==> src/rtl/bcd_seg7_scanner_pkg.sv <==
// rtl/bcd_seg7_scanner_pkg.sv - shared segment patterns and slot-state enum
//
// Purpose: constants and types shared by the seven-segment scanner and its
// decoder. Segment patterns are active low, bit order {g,f,e,d,c,b,a}.
// Ports: none (package).
package bcd_seg7_scanner_pkg;

  localparam logic [6:0] SEG_0     = 7'b1000000;
  localparam logic [6:0] SEG_1     = 7'b1111001;
  localparam logic [6:0] SEG_2     = 7'b0100100;
  localparam logic [6:0] SEG_3     = 7'b0110000;
  localparam logic [6:0] SEG_4     = 7'b0011001;
  localparam logic [6:0] SEG_5     = 7'b0010010;
  localparam logic [6:0] SEG_6     = 7'b0000010;
  localparam logic [6:0] SEG_7     = 7'b1111000;
  localparam logic [6:0] SEG_8     = 7'b0000000;
  localparam logic [6:0] SEG_9     = 7'b0010000;
  localparam logic [6:0] SEG_DASH  = 7'b0111111;
  localparam logic [6:0] SEG_BLANK = 7'b1111111;

  localparam logic [3:0] AN_OFF    = 4'b1111;

  typedef enum logic {
    GUARD_OFF = 1'b0,
    DRIVE     = 1'b1
  } slot_state_t;

endpackage

==> src/rtl/bcd_seg7_scanner_decode.sv <==
// rtl/bcd_seg7_scanner_decode.sv - combinational BCD to seven-segment decoder
//
// Purpose: maps one BCD digit to its active-low segment pattern; codes
// 10..15 render as a dash so corrupt upstream data is visible.
// Ports:
//   digit - 4-bit BCD code
//   seg   - 7-bit active-low pattern {g,f,e,d,c,b,a}
module seg7_decode
  import bcd_seg7_scanner_pkg::*;
(
  input  logic [3:0] digit,
  output logic [6:0] seg
);

  always_comb begin
    seg = SEG_DASH;
    case (digit)
      4'd0:    seg = SEG_0;
      4'd1:    seg = SEG_1;
      4'd2:    seg = SEG_2;
      4'd3:    seg = SEG_3;
      4'd4:    seg = SEG_4;
      4'd5:    seg = SEG_5;
      4'd6:    seg = SEG_6;
      4'd7:    seg = SEG_7;
      4'd8:    seg = SEG_8;
      4'd9:    seg = SEG_9;
      default: seg = SEG_DASH;
    endcase
  end

endmodule

==> src/rtl/bcd_seg7_scanner.sv <==
// rtl/bcd_seg7_scanner.sv - four-digit multiplexed seven-segment scanner
//
// Purpose: time-multiplexes four BCD digits onto a common-segment display,
// with a guard interval per slot (all anodes off) to suppress ghosting,
// frame-synchronous update of the displayed value and leading-zero blanking.
// Ports:
//   clk, rst  - clock, synchronous active-high reset
//   bcd_in    - four packed BCD digits, [15:12] thousands .. [3:0] units
//   load      - one-cycle strobe capturing bcd_in
//   blank_lz  - enable leading-zero blanking
//   seg       - active-low segments {g,f,e,d,c,b,a} (registered)
//   an        - active-low anodes, an[0] = units (registered)
//   upd_pend  - a loaded value waits for the next frame boundary
module bcd_seg7_scanner
  import bcd_seg7_scanner_pkg::*;
#(
  parameter int SCAN_DIV = 50000,
  parameter int GUARD    = 2
) (
  input  logic        clk,
  input  logic        rst,
  input  logic [15:0] bcd_in,
  input  logic        load,
  input  logic        blank_lz,
  output logic [6:0]  seg,
  output logic [3:0]  an,
  output logic        upd_pend
);

  localparam int             CW         = $clog2(SCAN_DIV);
  localparam logic [CW-1:0]  CNT_LAST   = CW'(SCAN_DIV - 1);
  localparam logic [CW-1:0]  GUARD_LAST = CW'(GUARD - 1);

  logic [CW-1:0] cnt;
  logic          tick;
  logic [1:0]    idx;
  logic          commit_tick;
  slot_state_t   state, state_nxt;

  logic [15:0]   disp;
  logic [15:0]   pend;

  logic [3:0]    cur_digit;
  logic [6:0]    cur_seg;
  logic          lz3, lz2, lz1;
  logic          blank_cur;
  logic [6:0]    seg_d;
  logic [3:0]    an_d;

  assign tick        = (cnt == CNT_LAST);
  assign commit_tick = tick && (idx == 2'd3);

  // Prescaler and digit index
  always_ff @(posedge clk) begin
    if (rst) begin
      cnt <= '0;
      idx <= 2'd0;
    end else if (tick) begin
      cnt <= '0;
      idx <= idx + 2'd1;
    end else begin
      cnt <= cnt + 1'b1;
    end
  end

  // Slot FSM: state register
  always_ff @(posedge clk) begin
    if (rst) state <= GUARD_OFF;
    else     state <= state_nxt;
  end

  // Slot FSM: next state. The guard interval covers counts 0..GUARD-1, so
  // the switch to DRIVE happens on the edge leaving count GUARD-1.
  always_comb begin
    state_nxt = state;
    if (tick)
      state_nxt = GUARD_OFF;
    else if (state == GUARD_OFF && cnt == GUARD_LAST)
      state_nxt = DRIVE;
  end

  // Pending/display registers. The display only changes on the frame-wrap
  // tick so a frame never shows a mix of old and new digits.
  always_ff @(posedge clk) begin
    if (rst) begin
      disp     <= 16'h0000;
      pend     <= 16'h0000;
      upd_pend <= 1'b0;
    end else if (commit_tick) begin
      if (load) begin
        disp <= bcd_in;
        pend <= bcd_in;
      end else if (upd_pend) begin
        disp <= pend;
      end
      upd_pend <= 1'b0;
    end else if (load) begin
      pend     <= bcd_in;
      upd_pend <= 1'b1;
    end
  end

  // Digit selection and leading-zero detection
  always_comb begin
    cur_digit = disp[3:0];
    case (idx)
      2'd0: cur_digit = disp[3:0];
      2'd1: cur_digit = disp[7:4];
      2'd2: cur_digit = disp[11:8];
      2'd3: cur_digit = disp[15:12];
      default: cur_digit = disp[3:0];
    endcase
  end

  assign lz3 = (disp[15:12] == 4'd0);
  assign lz2 = lz3 && (disp[11:8] == 4'd0);
  assign lz1 = lz2 && (disp[7:4] == 4'd0);

  // Units digit is never blanked, so a zero value still shows "0".
  always_comb begin
    blank_cur = 1'b0;
    case (idx)
      2'd1:    blank_cur = blank_lz && lz1;
      2'd2:    blank_cur = blank_lz && lz2;
      2'd3:    blank_cur = blank_lz && lz3;
      default: blank_cur = 1'b0;
    endcase
  end

  seg7_decode u_decode (
    .digit (cur_digit),
    .seg   (cur_seg)
  );

  // Slot FSM: outputs, computed from current state and registered below
  always_comb begin
    an_d  = AN_OFF;
    seg_d = SEG_BLANK;
    if (state == DRIVE) begin
      an_d      = AN_OFF;
      an_d[idx] = 1'b0;
      seg_d     = blank_cur ? SEG_BLANK : cur_seg;
    end
  end

  always_ff @(posedge clk) begin
    if (rst) begin
      an  <= AN_OFF;
      seg <= SEG_BLANK;
    end else begin
      an  <= an_d;
      seg <= seg_d;
    end
  end

endmodule

==> config.mk <==
export PLATFORM = sky130hd
export DESIGN_NAME = bcd_seg7_scanner
export DESIGN_NICKNAME = d
export VERILOG_FILES = /design/src/rtl/bcd_seg7_scanner_pkg.sv /design/src/rtl/bcd_seg7_scanner_decode.sv /design/src/rtl/bcd_seg7_scanner.sv
export SDC_FILE = /design/constraint.sdc
export NUM_CORES = 1
export LEC_CHECK = 0
export CAP_MARGIN = 5
export CORE_AREA = 3 3 84 86
export CTS_CLUSTER_DIAMETER = 120
export DETAILED_ROUTE_END_ITERATION = 7
export DIE_AREA = 0 0 87 89
export SLEW_MARGIN = 30
export SYNTH_ARGS = -nofsm -noshare
export SYNTH_HDL_FRONTEND = slang
export SYNTH_SLANG_ARGS = --single-unit
==> constraint.sdc <==
create_clock -name clk -period 3.1 [get_ports clk]
set_clock_uncertainty 0.15 [all_clocks]
set_input_delay 0.465 -clock clk [delete_from_list [all_inputs] [get_ports clk]]
set_output_delay 0.465 -clock clk [all_outputs]
set_load 0.02 [all_outputs]
* Word-level counts from Yosys, hierarchy flattened *
Memory sizes are Yosys's and may differ from the RTL's. A register that Yosys moved wholly into a read port is not among the register bits.
Cells that the tools add are included.

cells by class
  magnitude comparators = 2
  reduce and logical (&&, ||, !) cells = 18
  bitwise gates (word level) = 2
  eq/ne operators = 5
  add/sub/neg operators = 2
  mux-type cells = 6

operator list
  operator                                                           count
  2-to-1 mux 16 bit                                                  2
  adder 16 x 1 -> 16 bit, second input constant                      1
  equality test 16 x 1 -> 1 bit, second input constant               1
  equality test 16 bit, second input constant                        1
  one-hot mux 4 bit (4 select lines)                                 1
  zero test 4 bit                                                    3
  logical AND 1 bit                                                  8
  OR reduction 2 bit                                                 3
  equality test 2 bit, second input constant                         2
  NOT 4 bit                                                          1
  less-than comparator 2 x 3 -> 1 bit, second input constant         1
  one-hot mux 1 bit (3 select lines)                                 1
  OR reduction 3 bit                                                 1
  adder 2 x 1 -> 2 bit, second input constant                        1
  demux 1 bit (select 2 bit)                                         1
  equality test 2 x 1 -> 1 bit, second input constant                1
  greater-or-equal comparator 2 x 1 -> 1 bit, second input constant  1
  zero test 2 bit                                                    1
  AND reduction 2 bit                                                1
  nonzero test 2 bit                                                 1
  2-to-1 mux 1 bit                                                   1
  NOT 1 bit                                                          1

storage, ports and cells
  word-level logic and storage cells = 43
  bits in read-only memories = 112
  input bits = 20
  output and inout bits = 12
  memories kept = 1
  bits in registers = 56

memories
  memory           words  bits a word  rd ports  clocked after memory_dff  write ports  line                           RTL
  (no name shown)  16     7            1         1                         0            bcd_seg7_scanner_decode.sv:17  case (digit)

* Depth between registers and ports, before layout *
  depth in word-level cells = 6
  mapped depth = 8
  mapped depth without buffers = 8

* Cells and area by module *
Synthesis repeated with hierarchy kept, for this count alone.

second synthesis, totals
  cells, all modules = 285
  area total of the unflattened synthesis = 2785.2 um^2

by module, submodules not included
  module            times used  cells an instance  area each (um^2)  seq. area each (um^2)
  bcd_seg7_scanner  1           252                2580.0            1261.2
  seg7_decode       1           33                 205.2             0.0

* Least setup slack after synthesis *
Ideal clock, no wire load.

  path kind = input to register
  start = input load
  end = register disp[10]
  buffers on the path = 2
  arrival time = 1.910 ns
  required time = 2.829 ns
  slack = 0.918 ns
  library setup time = 0.121 ns
  stages on the path = 5
  cell sequence = clkbuf_1 > o21ai_0 > nor4_4 > buf_8 > mux2_4

on the way
  cells in the longest elaborated chain, start to end = 2
  elaborated cells on any way between the ends = 3
  classes of those cells = 1 x mux; 2 x reduce/logical

RTL lines
  element                               line                    RTL
  from (decl)                           bcd_seg7_scanner.sv:23  input logic load,
  nonzero test 2 bit (no source line)   -
  AND reduction 2 bit (no source line)  -
  to (signal assigned)                  bcd_seg7_scanner.sv:91  disp <= bcd_in;
  to (signal assigned)                  bcd_seg7_scanner.sv:94  disp <= pend;
  to (decl)                             bcd_seg7_scanner.sv:40  logic [15:0] disp;

Several ways; a longest one is shown, not always the timed one.
A chain may end at the register's enable or synchronous reset.

* Worst setup path in the final report *
  start = register idx[0]
  end = register seg[0]

on the way
  cells in the longest elaborated chain, start to end = 3
  elaborated cells on any way between the ends = 7
  classes of those cells = 3 x eq/ne; 2 x mux; 2 x reduce/logical

RTL lines
  element                                                              line                                              RTL
  from (decl)                                                          bcd_seg7_scanner.sv:36                            logic [1:0] idx;
  from (signal assigned)                                               bcd_seg7_scanner.sv:60                            idx <= idx + 2'd1;
  equality test 2 bit or equality test 2 x 1 -> 1 bit (tied branches)  bcd_seg7_scanner.sv:106, bcd_seg7_scanner.sv:122
  one-hot mux 1 bit (3 select lines)                                   bcd_seg7_scanner.sv:122                           case (idx)
  OR reduction 3 bit (no source line)                                  -
  to (decl)                                                            bcd_seg7_scanner.sv:25                            output logic [6:0] seg,

Several ways; a longest one is shown, not always the timed one.

==> run_results.csv <==
group,metric,value,unit
clock_tree,postCtsSetupRepairBufs,0,
critical_path,worstPathArrival,2360,ps
sta,maxSlewHeadroom,0.6012,
detailed_routing,drt_pre_antenna_iters,6,
finish,fin_nets,348,
global_route,grt_antenna_before_repair,0,
sta,report.final.hold_viol_count,0,
synth,post_synth_inst_count,283,
floorplan,fp.dieH,89,um
critical_path,criticalPathCategory,"flop to flop",
finish,final_area,3447,sq um
hold_path,worstHoldPathType,"flop to flop",
global_route,grt_first_pass_wirelength,9584,um
global_route,globalRouteOverflowTotal,0,
clock_tree,cts_num_sinks,63,
floorplan,dieWidth,87,um
clock_tree,clock_tree.htree_level_count,3,
detailed_routing,route.detailed.wl_per_inst,14.06,um
critical_path,critPathLaunchType,"flop",
synth,synthesis.area,2834,sq um
detailed_routing,post_drt_via_cell_ratio,5.335,
floorplan,top_level_ports,32,
sta,tightestPinTransition,597.0,ps
synth,synth_area_leader_cell,"dfxtp_1",
sta,slew_violations,0,
power,ir_worst_vdd,358.0,uV
synth,synth_top_cells_by_area,"dfxtp_1 (45%), mux2i_1 (7.1%), mux2_4 (5.3%)",
synth,synth.yosys.seq_area_share,0.4450,
critical_path,cp-end-kind,"flop",
detailed_routing,drc,0,
critical_path,ff2ff_setup_slack,800,ps
synth,synth_cell_type_count,42,
critical_path,max_fo_critical_path,7,
clock_tree,clock_tree.buffer_depth,2,
synth,synth_seq_cells,63,
hold_path,holdPathEnd,"state",
finish,insertedDiodeCount,0,
hold_path,holdCritStartpoint,"state",
critical_path,critical_path.reg2reg.startpoint,"idx[0]",
synth,synth_top_area_frac,0.4450,
global_route,via_count_of_the_first_global_routing_pass,1985,
sta,max_freq,434.3,MHz
critical_path,worst_path_cell_chain,"inv_1 > ha_1 > mux2i_1 > inv_1 > ha_1 > o21ai_0 > o2111ai_1",
status,result_of_the_run,"finished clean",
synth,yosysMostFrequentCell,"dfxtp_1",
synth,syn_nets,313,
hold_path,hold_depth,2,
sta,grt_setup_unrepaired,"false",
power,pwr_density_cell,511.3,nW/um^2
placement,port-buffer-count,31,
synth,count_of_yosys_warnings_during_synthesis,0,
sta,period_share,0.7428,
clock_tree,cts_inserted_buffers,9,
power,cell_leakage_power,1.347,nW
critical_path,required,3160,ps
critical_path,reg2reg_depth,7,
detailed_routing,final_antenna_net_count,0,
global_route,grt_start_max_net_pins,37,
clock_tree,cts_repair_resize_count,0,
synth,synth_commonest_cells,"dfxtp_1 (63), nor2_1 (37), mux2i_1 (20)",
synth,syn_area_per_cell,10.01,sq um
detailed_routing,postRouteWirelength,5624,um
finish,final_core_utilization,0.5429,
floorplan,die-area,7743,sq um
critical_path,critical_path.max_stage_delay,530,ps
detailed_routing,detailroute.via_count,2134,
finish,area.growth.synth_to_final,21.63,%
floorplan,core_rows,29,
sta,post-route-worst-setup-slack,797.2,ps
sta,setup_tns,0,ps
clock_tree,cts_tree,"built",
floorplan,starting_density,0.4463,
clock_tree,insertion_delay,340,ps
sta,worst_hold_slack,329.4,ps
flow_run,max-cap-violations,0,
sta,final.min_clock_period,2303,ps
synth,synth_top_flop_cell,"dfxtp_1",
placement,gpl.final_weighted_congestion,0.7814,
synth,postSynth.asyncResetShare,0,
clock_tree,clkTransAtPathRegs,70,ps
floorplan,core,6350,sq um
critical_path,timing.rr.end,"seg[0]",
placement,detailedPlace.worstSlack,716.9,ps
critical_path,critical-path-slowest-cell,"mux2i_1",
synth,synth_edf_count,0,
placement,dpl-instance-area,3216,sq um
sta,setup_violations,0,
clock_tree,clock-root-buffer,"clkbuf_8",
placement,hpwl,4006,um
global_route,gr-usage-all-layers,0.1595,
finish,drive_above_1_share,0.1455,
detailed_routing,drt_iter0_markers,123,
clock_tree,cts.hold.buffers_added,0,
sequential cells by signal, summed over array words and instances (netlist names):
| signal | count |
|---|---|
| disp | 16 |
| an | 4 |
| idx | 2 |
| seg | 7 |
| state | 1 |
| pend | 16 |
| upd_pend | 1 |
| cnt | 16 |
through the flow:
stage,power (mW),cells
floorplan,0.9147,283
global placement,0.9646,384
detailed placement,0.9666,384
CTS,1.785,400
global route,1.828,400
finish,1.763,400
per-layer routing:
layer  track usage  wire, um  vias to the layer above
li1              -         -                     1083
met1        0.2065      2725                      994
met2        0.2498      2509                       48
met3       0.03871       289                        9
met4       0.07649       100                        0
met5             0         0                        -
power by group:
part | switching, mW | total (mW) | internal (mW)
combinational | 0.0488 | 0.104 | 0.0550
clock | 0.322 | 0.817 | 0.495
sequential | 0.00933 | 0.842 | 0.832
total | 0.380 | 1.76 | 1.38
cell families after synthesis:
family | share of synthesized area
adder cells (fa/ha/maj) | 0.04415
multiplexers | 0.1594
flip-flops | 0.4450
buffers and inverters | 0.03399
AO/OA/AOI/OAI | 0.07108
XOR/XNOR | 0.03400
AND/OR/NAND/NOR | 0.2124
cell usage in the layout, fill, tap and decap left out, types with 10 or more instances in the layout:
| cell type | netlist | routed |
|---|---|---|
| mux2i_1 | 20 | 20 |
| inv_1 | 11 | 11 |
| dfxtp_1 | 63 | 63 |
| nor2b_1 | 13 | 13 |
| clkbuf_8 | 0 | 11 |
| nand2_1 | 11 | 11 |
| nand3_1 | 11 | 11 |
| nor2_1 | 37 | 37 |
| clkdlybuf4s50_1 | 0 | 31 |
| ha_1 | 10 | 10 |
| mux2_4 | 10 | 10 |
critical path: cells and delay by family, from the launching register on:
| family | cells | cell delay [ps] |
|---|---|---|
| fa+ha+maj | 2 | 570 |
| mux | 1 | 530 |
| flops | 1 | 340 |
| compound gates | 2 | 330 |
| buf+inv | 2 | 260 |
layout make-up:
| type | count | area, sq um |
|---|---|---|
| flip-flops and latches | 63 | 1261 |
| clock inverters | 5 | 80.08 |
| clock buffers | 11 | 151.4 |
| fillers | 592 | 2903 |
| well taps | 77 | 96.34 |
| multi-input cells | 198 | 1476 |
| inverters | 11 | 41.29 |
| repair buffers | 35 | 340.3 |
worst max path at each step:
stage	start	end	slack, ps	depth (start not counted)
after global placement	blank_lz	seg[1]	720	5
after global routing	idx[0]	seg[0]	600	7
after floorplan	load	disp[10]	920	5
after detailed placement	blank_lz	seg[1]	720	5
after CTS	idx[0]	seg[0]	750	7
final	idx[0]	seg[0]	800	7
Note: power is estimated with default switching activity, not from simulation.
